File: src/rtl/mem_stage.sv
// mem_stage: MEM pipeline stage sitting behind the EX/MEM register.
//
// Performs word loads (LDW) and stores (STW) on the CPU bus using an
// active-low ready handshake. Misaligned accesses are not issued; they
// are turned into a MISS_ALIGN exception. busy tells the pipeline
// controller that a strobe is out and not yet acknowledged. The block
// also owns the MEM/WB pipeline register.
//
// Ports:
//   clk, reset          clock, synchronous active-high reset
//   ex_*                EX/MEM register fields (pc, valid, branch flag, memory op,
//                       store data, ctrl op, dest reg, GPR we_ (active-low),
//                       exception code, ALU result / byte address)
//   stall, flush        controller stall (includes busy) and flush
//   busy                access in progress, not yet acknowledged
//   bus_as_, bus_rw     address strobe (active-low), 1 = read / 0 = write
//   bus_addr            word address
//   bus_wr_data         store data
//   bus_rd_data         load data, valid while bus_rdy_ = 0
//   bus_rdy_            transfer acknowledge, active-low
//   mem_*               MEM/WB register outputs
module mem_stage #(
   parameter int unsigned WORD_DATA_W = 32,
   parameter int unsigned WORD_ADDR_W = 30
) (
   input  logic                   clk,
   input  logic                   reset,
   // EX/MEM register
   input  logic [WORD_ADDR_W-1:0] ex_pc,
   input  logic                   ex_en,
   input  logic                   ex_br_flag,
   input  logic [1:0]             ex_mem_op,
   input  logic [WORD_DATA_W-1:0] ex_mem_wr_data,
   input  logic [1:0]             ex_ctrl_op,
   input  logic [4:0]             ex_dst_addr,
   input  logic                   ex_gpr_we_,
   input  logic [2:0]             ex_exp_code,
   input  logic [WORD_DATA_W-1:0] ex_out,
   // pipeline control
   input  logic                   stall,
   input  logic                   flush,
   output logic                   busy,
   // CPU bus
   output logic                   bus_as_,
   output logic                   bus_rw,
   output logic [WORD_ADDR_W-1:0] bus_addr,
   output logic [WORD_DATA_W-1:0] bus_wr_data,
   input  logic [WORD_DATA_W-1:0] bus_rd_data,
   input  logic                   bus_rdy_,
   // MEM/WB register
   output logic [WORD_ADDR_W-1:0] mem_pc,
   output logic                   mem_en,
   output logic                   mem_br_flag,
   output logic [1:0]             mem_ctrl_op,
   output logic [4:0]             mem_dst_addr,
   output logic                   mem_gpr_we_,
   output logic [2:0]             mem_exp_code,
   output logic [WORD_DATA_W-1:0] mem_out
);

   localparam logic [1:0] MemOpLdw  = 2'd1;
   localparam logic [1:0] MemOpStw  = 2'd2;
   localparam logic [2:0] ExpNone   = 3'd0;
   localparam logic [2:0] ExpMisAln = 3'd4;

   typedef enum logic [1:0] {
      StIdle,
      StAccess,
      StStall
   } state_t;

   state_t                 state_q, state_d;
   logic [WORD_DATA_W-1:0] rd_buf_q, rd_buf_d;

   logic                   acc_valid;
   logic                   misalign;
   logic                   go;
   logic                   strobe;
   logic [WORD_DATA_W-1:0] load_data;
   logic [WORD_DATA_W-1:0] result;

   // ------------------------------------------------------------------
   // Access decode
   // ------------------------------------------------------------------
   always_comb begin
      acc_valid = ex_en && (ex_exp_code == ExpNone) &&
                  ((ex_mem_op == MemOpLdw) || (ex_mem_op == MemOpStw));
      misalign  = acc_valid && (ex_out[1:0] != 2'b00);
      go        = acc_valid && !misalign;
   end

   // ------------------------------------------------------------------
   // Bus outputs: strobe is raised in the same cycle the access arrives
   // so a zero-wait slave completes it without ever asserting busy.
   // ------------------------------------------------------------------
   always_comb begin
      strobe      = ((state_q == StIdle) && go) || (state_q == StAccess);
      bus_as_     = 1'b1;
      bus_rw      = 1'b1;
      bus_addr    = '0;
      bus_wr_data = '0;
      if (strobe) begin
         bus_as_     = 1'b0;
         bus_rw      = (ex_mem_op == MemOpLdw);
         bus_addr    = ex_out[WORD_DATA_W-1:2];
         bus_wr_data = ex_mem_wr_data;
      end
      busy = strobe && bus_rdy_;
   end

   // ------------------------------------------------------------------
   // Access FSM
   // ------------------------------------------------------------------
   always_comb begin
      state_d  = state_q;
      rd_buf_d = rd_buf_q;
      unique case (state_q)
         StIdle: begin
            if (go) begin
               if (!bus_rdy_) begin
                  rd_buf_d = bus_rd_data;
                  state_d  = stall ? StStall : StIdle;
               end else begin
                  state_d = StAccess;
               end
            end
         end
         StAccess: begin
            if (!bus_rdy_) begin
               rd_buf_d = bus_rd_data;
               state_d  = stall ? StStall : StIdle;
            end
         end
         StStall: begin
            // Access already done; wait out the stall without re-issuing.
            if (!stall) begin
               state_d = StIdle;
            end
         end
         default: state_d = StIdle;
      endcase
   end

   always_ff @(posedge clk) begin
      if (reset) begin
         state_q  <= StIdle;
         rd_buf_q <= '0;
      end else begin
         state_q  <= state_d;
         rd_buf_q <= rd_buf_d;
      end
   end

   // ------------------------------------------------------------------
   // Result selection
   // ------------------------------------------------------------------
   always_comb begin
      load_data = (state_q == StStall) ? rd_buf_q : bus_rd_data;
      unique case (ex_mem_op)
         MemOpLdw: result = load_data;
         MemOpStw: result = '0;
         default:  result = ex_out;
      endcase
   end

   // ------------------------------------------------------------------
   // MEM/WB register
   // ------------------------------------------------------------------
   always_ff @(posedge clk) begin
      if (reset || (!stall && flush)) begin
         mem_pc       <= '0;
         mem_en       <= 1'b0;
         mem_br_flag  <= 1'b0;
         mem_ctrl_op  <= 2'd0;
         mem_dst_addr <= 5'd0;
         mem_gpr_we_  <= 1'b1;
         mem_exp_code <= ExpNone;
         mem_out      <= '0;
      end else if (!stall) begin
         mem_pc      <= ex_pc;
         mem_en      <= ex_en;
         mem_br_flag <= ex_br_flag;
         if (misalign) begin
            mem_ctrl_op  <= 2'd0;
            mem_dst_addr <= 5'd0;
            mem_gpr_we_  <= 1'b1;
            mem_exp_code <= ExpMisAln;
            mem_out      <= '0;
         end else begin
            mem_ctrl_op  <= ex_ctrl_op;
            mem_dst_addr <= ex_dst_addr;
            mem_gpr_we_  <= ex_gpr_we_;
            mem_exp_code <= ex_exp_code;
            mem_out      <= result;
         end
      end
   end

endmodule

File: config.mk
export PLATFORM = sky130hd
export DESIGN_NAME = mem_stage
export DESIGN_NICKNAME = d
export VERILOG_FILES = /design/src/rtl/mem_stage.sv
export SDC_FILE = /design/constraint.sdc
export NUM_CORES = 1
export LEC_CHECK = 0
export CAP_MARGIN = 20
export CELL_PAD_IN_SITES_DETAIL_PLACEMENT = 0
export CELL_PAD_IN_SITES_GLOBAL_PLACEMENT = 1
export CORE_MARGIN = 1.5
export CORE_UTILIZATION = 28
export DETAILED_ROUTE_END_ITERATION = 7
export GPL_ROUTABILITY_DRIVEN = 1
export PLACE_DENSITY_LB_ADDON = 0.1
export SLEW_MARGIN = 20
export SYNTH_ARGS = -nofsm -noshare
export SYNTH_HDL_FRONTEND = slang
export SYNTH_SLANG_ARGS = --single-unit
File: constraint.sdc
create_clock -name clk -period 5 [get_ports clk]
set_input_delay 1.5 -clock clk [delete_from_list [all_inputs] [get_ports clk]]
set_output_delay 1.5 -clock clk [all_outputs]
set_load 0.02 [all_outputs]
==> summary.txt <==
Pwr
  • Clk pwr share: 0.350
  • P_leak: 0.00338 uW
  • Seq pwr share: 0.460
  • Sw Ratio: 0.263
  • Total power: 1990 uW
  • Worst vdd ir: 0.168 mV
  • NetSw: 523 uW
  • Cell internal pwr: 1470 uW
  • Power share of the combinational group: 0.190
  • Power Density: 235 nW/um^2

Routing
  • DRC: 0
  • Routed Antenna Nets: 0
  • Drt pass-1 iters: 4
  • WL/cell: 16.1 um
  • Vias per inst: 4.51
  • Drt initial violations: 137
  • Post-Route WL: 17100 um
  • Via count: 4780

Status
  • Status: complete, no violations

Yosys
  • Syn Nets: 698
  • Post-synth EDFFs: 0
  • Post-synthesis async set-or-reset flop share: 0
  • Seq/Total Area, Yosys: 0.424
  • Seq cells post-synth: 109
  • Post-synthesis average cell area: 9.34 um^2
  • Synthesized area: 5150 um^2
  • Ys flop type: dfxtp_1
  • Yosys warns: 0
  • Distinct cells, synth: 29
  • Synthesized netlist cell count: 551

Final layout
  • Share of layout cells above drive strength 1: 0.192
  • Final Net Count: 971
  • Synthesis-to-finish area growth: 64.3%
  • Post-route cell area: 8460 um^2

Timing
  • Clk_skew: 11.4 ps
  • Fin worst setup slack: 81.9 ps
  • Max Transition Viols Final: 0
  • Worst hold slack: 452 ps
  • Final min period: 4920 ps
  • Fmax: 203 MHz
  • Slew margin rel.: 0.390
  • Setup repair after global routing missed its margin: no
  • Slew @ Worst Pin: 915 ps
  • Final Hold Viols: 0
  • Final number of setup-violating endpoints: 0
  • Final period util: 0.984

Clock network
  • Clock buffer depth: 2
  • Clock root cell: clkbuf_16
  • Sinks on the clock net: 109
  • H-tree levels: 3
  • CTS Buf Count: 9
  • Worst skew pair latency: 350 ps
  • CTS clk-pin slew, worst paths: 70 ps
  • CTS tree: yes
  • Post-CTS Hold Buffers: 0

Die
  • Initial Util: 0.286
  • I/O pins: 286
  • Core ar.: 18000 um^2
  • Die width: 139 um
  • Die area: 19200 um^2
  • Die H: 139 um
  • # rows: 49

Global route
  • Initial antenna violation count: 1
  • First-pass GRT wire length: 27200 um
  • Largest net degree at the start of global routing: 67
  • Total GRT Usage: 0.177
  • Vias in the first global route: 4910
  • GRT overflow: 0

Placed design
  • DP Worst Slack: -561 ps
  • Hpwl dp: 11900 um
  • DP Area: 8190 um^2
  • Routability cong.: 0.787
  • Port Buffers: 285

Setup path
  • Critical path peak fanout: 6
  • Worst EP arrival: 3420 ps
  • WP data required: 3500 ps
  • CP Class: input pin to primary output
  • Critical Path Source Type: input pin
  • CP Capture Type: primary output

Min path
  • Hold Crit Class: register to register

Job
  • Max Cap Viol: 0
[worst paths after layout]
check | start | endpoint | slack, ps | cells after the start
worst max-delay path | ex_exp_code[0] | bus_wr_data[9] | 80 | 8
worst min-delay path | mem_out[18] | mem_out[18] | 450 | 2
worst max register to register | state_q[1] | rd_buf_q[3] | 2490 | 8
worst min register to register | mem_out[18] | mem_out[18] | 450 | 2
[cells in the mapped netlist (3+ instances only)]
library cell	instances	area [um^2]
dfxtp_1	109	2180
nand2b_1	68	425
mux2i_1	66	661
and2_1	63	394
nor2_1	43	161
a22oi_1	39	293
mux2_2	32	360
nand2_1	32	120
o21ai_0	32	160
clkbuf_1	28	105
buf_2	6	30.0
inv_1	6	22.5
clkbuf_2	5	25.0
buf_12	3	60.1
nor2b_1	3	18.8
[power by group through the flow]
stage	Sequential (uW)	Combinational, uW	Clock (uW)
floorplan	970	122	0
global placement	933	374	0
detailed placement	934	377	0
CTS	914	382	730
global route	918	408	763
finish	914	378	696
[routing by layer]
| metal | vias to the layer above | GRT usage | share of wire |
|---|---|---|---|
| met5 | - | 0 | 0 |
| met2 | 156 | 0.294 | 0.47 |
| li1 | 2402 | - | - |
| met1 | 2207 | 0.217 | 0.43 |
| met4 | 0 | 0.0449 | 0.014 |
| met3 | 15 | 0.0642 | 0.079 |
[logic make-up after synthesis]
group | synth area share
AO/OA/AOI/OAI | 0.0989
adder cells (fa/ha/maj) | 0.00243
buffers and inverters | 0.0530
flip-flops | 0.424
multiplexers | 0.198
AND/OR/NAND/NOR | 0.224
[area by class of cell]
cell class / count / area (um^2)
Timing Repair Buffer: 308 / 2920
Tap cell: 229 / 287
Clock inverter: 6 / 51.3
Clock buffer: 10 / 229
Multi-Input combinational cell: 390 / 2770
Sequential cell: 109 / 2180
Inverter: 6 / 22.5
Fill cell: 1750 / 9560
Antenna cell: 1 / 2.50
[critical path, cell delays in order]
cell and delay, ps:
clkdlybuf4s50_1 430, or4_4 560, o22ai_4 180, buf_6 150
buf_12 100, bufbuf_16 250, and2_4 130, buf_6 110
[sequential cells by signal, indices dropped and copies added (netlist names)]
| name | count |
|---|---|
| mem_br_flag | 1 |
| mem_out | 32 |
| mem_en | 1 |
| mem_ctrl_op | 2 |
| mem_gpr_we_ | 1 |
| state_q | 2 |
| mem_dst_addr | 5 |
| mem_exp_code | 3 |
| rd_buf_q | 32 |
| mem_pc | 30 |
[layout by cell type, fill, tap and decap left out, types with 2 or more instances in the layout]
| master | instances |
|---|---|
| dlygate4sd2_1 | 2 |
| and2_1 | 50 |
| a22oi_1 | 39 |
| clkbuf_16 | 9 |
| dfxtp_1 | 109 |
| o21ai_0 | 32 |
| buf_16 | 2 |
| buf_12 | 3 |
| inv_6 | 4 |
| buf_2 | 44 |
| clkdlybuf4s50_1 | 216 |
| and2_4 | 13 |
| nand2b_1 | 67 |
| buf_6 | 19 |
| nand2_1 | 32 |
| buf_4 | 21 |
| nor2_1 | 42 |
| mux2_2 | 32 |
| mux2i_1 | 66 |
| nor2b_1 | 2 |
| inv_1 | 5 |
[through the flow]
| step | utilization | instances | setup TNS, ps |
|---|---|---|---|
| 2_1_floorplan | - | 551 | 0 |
| 3_3_place_gp | 0.454 | 1034 | -33710 |
| 5_1_grt | 0.469 | 1059 | 0 |
| 4_1_cts | 0.469 | 1058 | 0 |
| 3_5_place_dp | 0.454 | 1034 | -33700 |
| 6_report | 0.469 | 1059 | 0 |
[timing repair]
action | CTS | global route
setup buffers | 5 | 0
pin swaps | 2 | 0
setup endpoints to repair | 65 | 5
gates cloned | 3 | 0
resized for setup | 322 | 1
Note: power is estimated with default switching activity, not from simulation.
